==> src/rtl/button_press_detector_if.sv <==
// Push-button pin and debounced outputs of button_press_detector.
interface button_press_detector_if;
    logic btn_i;
    logic btn_state_o;
    logic btn_was_pressed_o;
    logic btn_was_released_o;

    modport master (output btn_i, input btn_state_o, btn_was_pressed_o, btn_was_released_o);
    modport slave  (input btn_i, output btn_state_o, btn_was_pressed_o, btn_was_released_o);
endinterface

==> src/rtl/button_press_detector.sv <==
// Synchronise, debounce and edge-detect a raw push-button; one-cycle press/release strobes.
// Optional auto-repeat while held: define BUTTON_PRESS_DETECTOR_AUTOREPEAT_EN.
module button_press_detector #(
    parameter int DEBOUNCE_CYCLES = 1000000,
    parameter int SYNC_STAGES     = 2,
    parameter bit BTN_ACTIVE_LOW  = 1'b0,
    parameter int REPEAT_DELAY    = 50000000,
    parameter int REPEAT_PERIOD   = 10000000
) (
    input logic                     clk_i,
    input logic                     rstn_i,
    button_press_detector_if.slave  bus
);
    localparam int CW = $clog2(DEBOUNCE_CYCLES + 1);
    localparam logic [CW-1:0] D_LAST = CW'(DEBOUNCE_CYCLES - 1);

    if (DEBOUNCE_CYCLES < 2 || SYNC_STAGES < 2 || REPEAT_DELAY < 1 || REPEAT_PERIOD < 1) begin : g_bad_params
        $error("button_press_detector: illegal parameter value");
    end

    typedef enum logic [1:0] {RELEASED, PRESS_CHECK, PRESSED, RELEASE_CHECK} state_t;

    logic [SYNC_STAGES-1:0] sync_q;
    logic                   s;
    state_t                 state_q, state_d;
    logic [CW-1:0]          cnt_q, cnt_d;
    logic                   press_d, release_d, press_any;
    logic                   btn_state_q, press_q, release_q;

    always_ff @(posedge clk_i or negedge rstn_i) begin
        if (!rstn_i) sync_q <= '0;
        else         sync_q <= {sync_q[SYNC_STAGES-2:0], bus.btn_i ^ BTN_ACTIVE_LOW};
    end
    assign s = sync_q[SYNC_STAGES-1];

    always_ff @(posedge clk_i or negedge rstn_i) begin
        if (!rstn_i) begin
            state_q     <= RELEASED;
            cnt_q       <= '0;
            btn_state_q <= 1'b0;
            press_q     <= 1'b0;
            release_q   <= 1'b0;
        end else begin
            state_q     <= state_d;
            cnt_q       <= cnt_d;
            btn_state_q <= (state_d == PRESSED) || (state_d == RELEASE_CHECK);
            press_q     <= press_any;
            release_q   <= release_d;
        end
    end

    // cnt already includes the sample that entered the CHECK state.
    always_comb begin
        state_d   = state_q;
        cnt_d     = cnt_q;
        press_d   = 1'b0;
        release_d = 1'b0;
        case (state_q)
            RELEASED: if (s) begin
                state_d = PRESS_CHECK;
                cnt_d   = CW'(1);
            end
            PRESS_CHECK: begin
                if (!s) begin
                    state_d = RELEASED;
                    cnt_d   = '0;
                end else if (cnt_q == D_LAST) begin
                    state_d = PRESSED;
                    cnt_d   = '0;
                    press_d = 1'b1;
                end else begin
                    cnt_d = cnt_q + 1'b1;
                end
            end
            PRESSED: if (!s) begin
                state_d = RELEASE_CHECK;
                cnt_d   = CW'(1);
            end
            RELEASE_CHECK: begin
                if (s) begin
                    state_d = PRESSED;
                    cnt_d   = '0;
                end else if (cnt_q == D_LAST) begin
                    state_d   = RELEASED;
                    cnt_d     = '0;
                    release_d = 1'b1;
                end else begin
                    cnt_d = cnt_q + 1'b1;
                end
            end
            default: begin
                state_d = RELEASED;
                cnt_d   = '0;
            end
        endcase
    end

`ifdef BUTTON_PRESS_DETECTOR_AUTOREPEAT_EN
    localparam int RMAX = (REPEAT_DELAY > REPEAT_PERIOD) ? REPEAT_DELAY : REPEAT_PERIOD;
    localparam int RW   = $clog2(RMAX + 1);
    localparam logic [RW-1:0] RD_LAST = RW'(REPEAT_DELAY - 1);
    localparam logic [RW-1:0] RP_LAST = RW'(REPEAT_PERIOD - 1);

    logic [RW-1:0] rcnt_q, rcnt_d;
    logic          rep_on_q, rep_on_d;
    logic          rep_fire;

    always_ff @(posedge clk_i or negedge rstn_i) begin
        if (!rstn_i) begin
            rcnt_q   <= '0;
            rep_on_q <= 1'b0;
        end else begin
            rcnt_q   <= rcnt_d;
            rep_on_q <= rep_on_d;
        end
    end

    // Counts only while held in PRESSED; RELEASE_CHECK leaves it frozen.
    always_comb begin
        rcnt_d   = rcnt_q;
        rep_on_d = rep_on_q;
        rep_fire = 1'b0;
        if (state_q == RELEASED || (state_q == PRESS_CHECK && state_d == PRESSED)) begin
            rcnt_d   = '0;
            rep_on_d = 1'b0;
        end else if (state_q == PRESSED && state_d == PRESSED) begin
            if ((!rep_on_q && rcnt_q == RD_LAST) || (rep_on_q && rcnt_q == RP_LAST)) begin
                rep_fire = 1'b1;
                rcnt_d   = '0;
                rep_on_d = 1'b1;
            end else begin
                rcnt_d = rcnt_q + 1'b1;
            end
        end
    end

    assign press_any = press_d | rep_fire;
`else
    assign press_any = press_d;
`endif

    assign bus.btn_state_o        = btn_state_q;
    assign bus.btn_was_pressed_o  = press_q;
    assign bus.btn_was_released_o = release_q;
endmodule

==> src/flat_wrapper.sv <==
// flat-port wrapper written by rule: the top's interface ports become plain ports
module button_press_detector_flat 
#(
    parameter int DEBOUNCE_CYCLES = 1000000,
    parameter int SYNC_STAGES     = 2,
    parameter bit BTN_ACTIVE_LOW  = 1'b0,
    parameter int REPEAT_DELAY    = 50000000,
    parameter int REPEAT_PERIOD   = 10000000
)
  (clk_i, rstn_i, bus_btn_i, bus_btn_state_o, bus_btn_was_pressed_o, bus_btn_was_released_o);
  button_press_detector_if bus_i ();
  input logic clk_i;
  input logic rstn_i;
  input wire logic [$bits(bus_i.btn_i)-1:0] bus_btn_i;
  output wire logic [$bits(bus_i.btn_state_o)-1:0] bus_btn_state_o;
  output wire logic [$bits(bus_i.btn_was_pressed_o)-1:0] bus_btn_was_pressed_o;
  output wire logic [$bits(bus_i.btn_was_released_o)-1:0] bus_btn_was_released_o;
  assign bus_i.btn_i = bus_btn_i;
  assign bus_btn_state_o = bus_i.btn_state_o;
  assign bus_btn_was_pressed_o = bus_i.btn_was_pressed_o;
  assign bus_btn_was_released_o = bus_i.btn_was_released_o;
  button_press_detector #(.DEBOUNCE_CYCLES(DEBOUNCE_CYCLES), .SYNC_STAGES(SYNC_STAGES), .BTN_ACTIVE_LOW(BTN_ACTIVE_LOW), .REPEAT_DELAY(REPEAT_DELAY), .REPEAT_PERIOD(REPEAT_PERIOD)) u_core (.clk_i(clk_i), .rstn_i(rstn_i), .bus(bus_i));
endmodule
==> config.mk <==
export PLATFORM = sky130hd
export DESIGN_NAME = button_press_detector_flat
export DESIGN_NICKNAME = d
export VERILOG_FILES = /design/src/rtl/button_press_detector_if.sv /design/src/rtl/button_press_detector.sv /design/src/flat_wrapper.sv
export SDC_FILE = /design/constraint.sdc
export NUM_CORES = 1
export LEC_CHECK = 0
export CAP_MARGIN = 20
export CORE_UTILIZATION = 55
export DETAILED_ROUTE_END_ITERATION = 10
export PLACE_DENSITY = 0.81
export SETUP_SLACK_MARGIN = 0.2
export SKIP_LAST_GASP = 1
export SYNTH_ARGS = -nofsm -noshare
export SYNTH_HDL_FRONTEND = slang
export SYNTH_SLANG_ARGS = --single-unit
==> constraint.sdc <==
create_clock -name clk_i -period 2.14 [get_ports clk_i]
set_input_delay 0.642 -clock clk_i [delete_from_list [all_inputs] [get_ports clk_i]]
set_output_delay 0.642 -clock clk_i [all_outputs]
set_load 0.02 [all_outputs]
==> results.md <==
Layout:
- The fraction of final layout cells with drive strength greater than 1 is 18.2%.
- The top cell types in the final layout, fill and taps aside, are 26 x sky130_fd_sc_hd__dfrtp_1, 14 x sky130_fd_sc_hd__a21oi_1, 12 x sky130_fd_sc_hd__nand2_1.
- 0 antenna diodes ended up in the layout.
- The most frequent standard cell in the layout excluding fill and tap cells is sky130_fd_sc_hd__dfrtp_1.
- The area added between synthesis and finish is 12.9%.
- The net count of the finished layout is ~160.
- The finished cells cover 1560 µm².

Logic synthesis:
- The number of flops mapped to enable cells by yosys is 0.
- The synthesized design contains 27 register bits.
- The prevailing post-synth register cell is sky130_fd_sc_hd__dfrtp_1.
- The combinational family with the most area after synthesis is simple AND/OR/NAND/NOR gates.
- The synthesized netlist devotes 17.0% of its cell area to compound gates.
- After synthesis, the share of cell area in mux cells is roughly 5.3%.
- The post-synthesis sequential area ratio is between 40% and 50%.
- Of the total synthesized cell area, the portion taken by XOR and XNOR cells is 0.634%.
- The post-synthesis simple-gate area fraction is 22.9%.
- In the synthesized netlist, the number of instances is between 100 and 150.
- The synthesized netlist net count is ~140.
- The adder-cell share of the synthesized area is 0.906%.
- The area of the mapped netlist is 1380 µm².
- Of all flip-flops after synthesis, the portion carrying an async set or reset was 100%.
- The count of different cell masters after synthesis is 32.
- The average instance in the mapped netlist occupies 9.87 µm².
- The Yosys step of the flow raised 0 warnings.

Pwr:
- The clock share of power is 26.7%.
- In this run the power density over the cells is 551 nW/µm².
- In this run the static leakage power is 0.709 nW.
- The portion of total power attributed to combinational logic is 9.4%.
- The internal portion of the total power is 0.000634 W.
- The net switching power is 0.000226 W.
- The sequential fraction of design power is between 60 and 70%.
- VDD sags by at most about 0.45 mV.
- The switching share of power is a little over a quarter.

STA:
- The count of endpoints failing hold in the final timing report came to 0.
- The slew at the pin closest to its max-slew limit is about 0.51 ns.
- In the finished design, the share of the clock period the worst path needs comes to 88.7%.
- The setup violation total in the final timing report is 0.
- Adding up every negative setup slack in the final design gives 0 ns.
- Timing would allow up to 527 MHz.
- The largest clock skew in the final design is 0.00733 ns.
- The worst slew margin relative to its limit is 66.1%.
- Setup repair after global routing could not meet its margin everywhere.
- The number of pins exceeding their max-slew limit in the final report is 0.
- Subtracting the final worst setup slack from the clock period gives 1.90 ns.

Clocking:
- Hold repair after CTS inserted 0 buffers.
- The clock-pin slew reported for the worst setup and hold paths after clock tree synthesis is 0.15 ns.
- The root buffer cell chosen for the clock tree is sky130_fd_sc_hd__clkbuf_4.
- TritonCTS created 3 clock buffers.
- TritonCTS built the clock tree.
- The clock passes through at most 2 buffers.
- The level count of the clock H-tree is 1.
- The clock drives 27 sinks.
- The clock insertion delay at the later pin of the skew report is 0.33 ns.

Run:
- The number of max-cap violations is 0.

Floorplan:
- The initial core utilization is between 60% and 70%.
- The floorplan has 17 rows.
- The floorplan step set the die height to 52.1 µm.
- The die covers between 2000 and 3000 µm².
- The core region is 2300 µm².
- Measured along the x axis, the die boundary spans 52.1 µm.
- The boundary pin count is 6.

Setup path:
- At the worst endpoint, the arrival time is roughly 2.1 ns.
- The slack of the worst reg-to-reg path is 0.24 ns.
- The endpoint required time on the critical path is 2.38 ns.
- Tracing the worst setup path back leads to its startpoint at u_core.cnt_q[10].
- The critical register-to-register path endpoint is u_core.cnt_q[5].
- Along the worst path, the maximum fanout reaches 13.
- By startpoint and endpoint, the worst setup path is classified as flop to flop.
- The depth of the most critical reg-to-reg path is 6.
- The critical register-to-register path startpoint is u_core.cnt_q[10].
- STA classifies the critical path endpoint as a flop.
- The critical path capture point is u_core.cnt_q[5].
- The sort of element at the start of the critical path is a flop.

Routing:
- The first detailed-routing pass ran for 4 iterations.
- The final wirelength is 2810 µm.
- The routed length per instance is 15.5 µm.
- The routed layout has between 1000 and 1500 vias.
- After the first detailed-routing iteration, the DRC count stood at 14.
- The remaining antenna violation count is 0.
- The detailed-route DRC error count is 0.
- Using the TritonRoute via totals, the vias-per-cell ratio works out to 6.10.

Placed design:
- The count of port buffers added during placement is 5.
- Detailed placement finished with a half-perimeter wire length of ~2000 µm.
- Summing all placed instances gives a cell area of 1490 µm².
- The last weighted congestion value of the routability-driven placer is 0.800.

Hold path:
- The tightest min-delay check is of the flop to flop type.

Global routing:
- The total track usage is between 20% and 30%.
- The first global-routing pass estimated around 4800 µm of wire.
- The final global-route overflow total is 0.
- The number of antenna violations at the first check in global routing is 0.
- Entering global routing, the biggest net connects 28 pins.
- The number of global-route vias before repair is approximately 1100.

Status:
- The run finished with clean final reports.
stage by stage:
step / hold WS (ns) / utilization [%] / setup WS, ns / total power, W / instances
finish: 0.383 / 67.9 / 0.242 / 0.000860 / 182
global route: 0.386 / 67.9 / 0.160 / 0.000901 / 182
floorplan: 0.331 / - / 0.322 / 0.000609 / 140
CTS: 0.382 / 66.8 / 0.194 / 0.000862 / 182
global placement: 0.344 / 64.8 / 0.213 / 0.000634 / 176
detailed placement: 0.338 / 64.8 / 0.202 / 0.000638 / 176
power by group through the flow:
stage / combinational [W] / sequential [W] / clock [W]
2_1_floorplan: 0.0000540 / 0.000555 / 0
3_3_place_gp: 0.0000768 / 0.000557 / 0
3_5_place_dp: 0.0000792 / 0.000558 / 0
4_1_cts: 0.0000806 / 0.000549 / 0.000233
5_1_grt: 0.0000921 / 0.000552 / 0.000256
6_report: 0.0000805 / 0.000550 / 0.000230
registers in the layout (all words and copies together) (netlist names):
signal and flops:
u_core.bus.btn_was_released_o 1, u_core.cnt_q 20, u_core.bus.btn_state_o 1, u_core.state_q 2, u_core.sync_q 2, u_core.bus.btn_was_pressed_o 1
layer usage:
layer  track usage, %  part of all wire (%)  vias up
li1                 -                     -      541
met1             33.8                    48      545
met2             38.2                    48       18
met3             3.51                   2.6        6
met4             11.3                   1.8        0
met5                0                     0        -
cell type report:
class	count	area, µm²
clock buffer	3	22.5
clock inverter	1	7.51
fill	163	738
inverter	2	7.51
multi-input combinational	105	669
sequential	27	677
tap	28	35.0
timing repair buffer	16	140
how the worst min path moves through the flow:
| stage | startpoint | endpoint | cells past startpoint |
|---|---|---|---|
| 6_report | u_core.sync_q[0] | u_core.sync_q[1] | 0 |
| 5_1_grt | u_core.sync_q[0] | u_core.sync_q[1] | 0 |
| 4_1_cts | u_core.sync_q[0] | u_core.sync_q[1] | 0 |
| 3_5_place_dp | u_core.sync_q[0] | u_core.sync_q[1] | 0 |
| 3_3_place_gp | u_core.sync_q[0] | u_core.sync_q[1] | 0 |
| 2_1_floorplan | u_core.sync_q[0] | u_core.sync_q[1] | 0 |
cell usage after synthesis (3+ instances only):
cell type / number / area (µm²)
sky130_fd_sc_hd__nand4_1: 4 / 25.0
sky130_fd_sc_hd__mux2i_1: 5 / 50.1
sky130_fd_sc_hd__a21o_1: 3 / 22.5
sky130_fd_sc_hd__nand3_1: 10 / 50.1
sky130_fd_sc_hd__a22o_1: 5 / 43.8
sky130_fd_sc_hd__or3_1: 4 / 25.0
sky130_fd_sc_hd__a31oi_1: 7 / 43.8
sky130_fd_sc_hd__buf_6: 4 / 45.0
sky130_fd_sc_hd__or2_2: 3 / 18.8
sky130_fd_sc_hd__nor2_1: 10 / 37.5
sky130_fd_sc_hd__dfrtp_1: 27 / 676
sky130_fd_sc_hd__o21ai_0: 6 / 30.0
sky130_fd_sc_hd__nand2_1: 12 / 45.0
sky130_fd_sc_hd__a21oi_1: 14 / 70.1
timing repair:
item	CTS	global route
setup endpoints to repair	3	16
hold endpoints to repair	0	0
pin swaps	1	1
setup buffers	2	0
gates resized for setup	2	6
kinds of logic (layout without fill, tap and decap cells):
group	count (synthesis)	count (layout)
compound gates	38	38
xor+xnor	1	1
fa+ha+maj	1	1
buf+inv	8	22
flops	27	27
mux	7	7
simple gates	58	58
worst max-delay path, stage by stage, from the launching register on:
cell and delay, ns:
sky130_fd_sc_hd__dfrtp_1 0.40, sky130_fd_sc_hd__or4b_1 0.53, sky130_fd_sc_hd__nor3_2 0.19, sky130_fd_sc_hd__a31oi_2 0.14, sky130_fd_sc_hd__buf_4 0.21, sky130_fd_sc_hd__a21o_1 0.16, sky130_fd_sc_hd__a22o_1 0.17
Note: power is estimated with default switching activity, not from simulation.
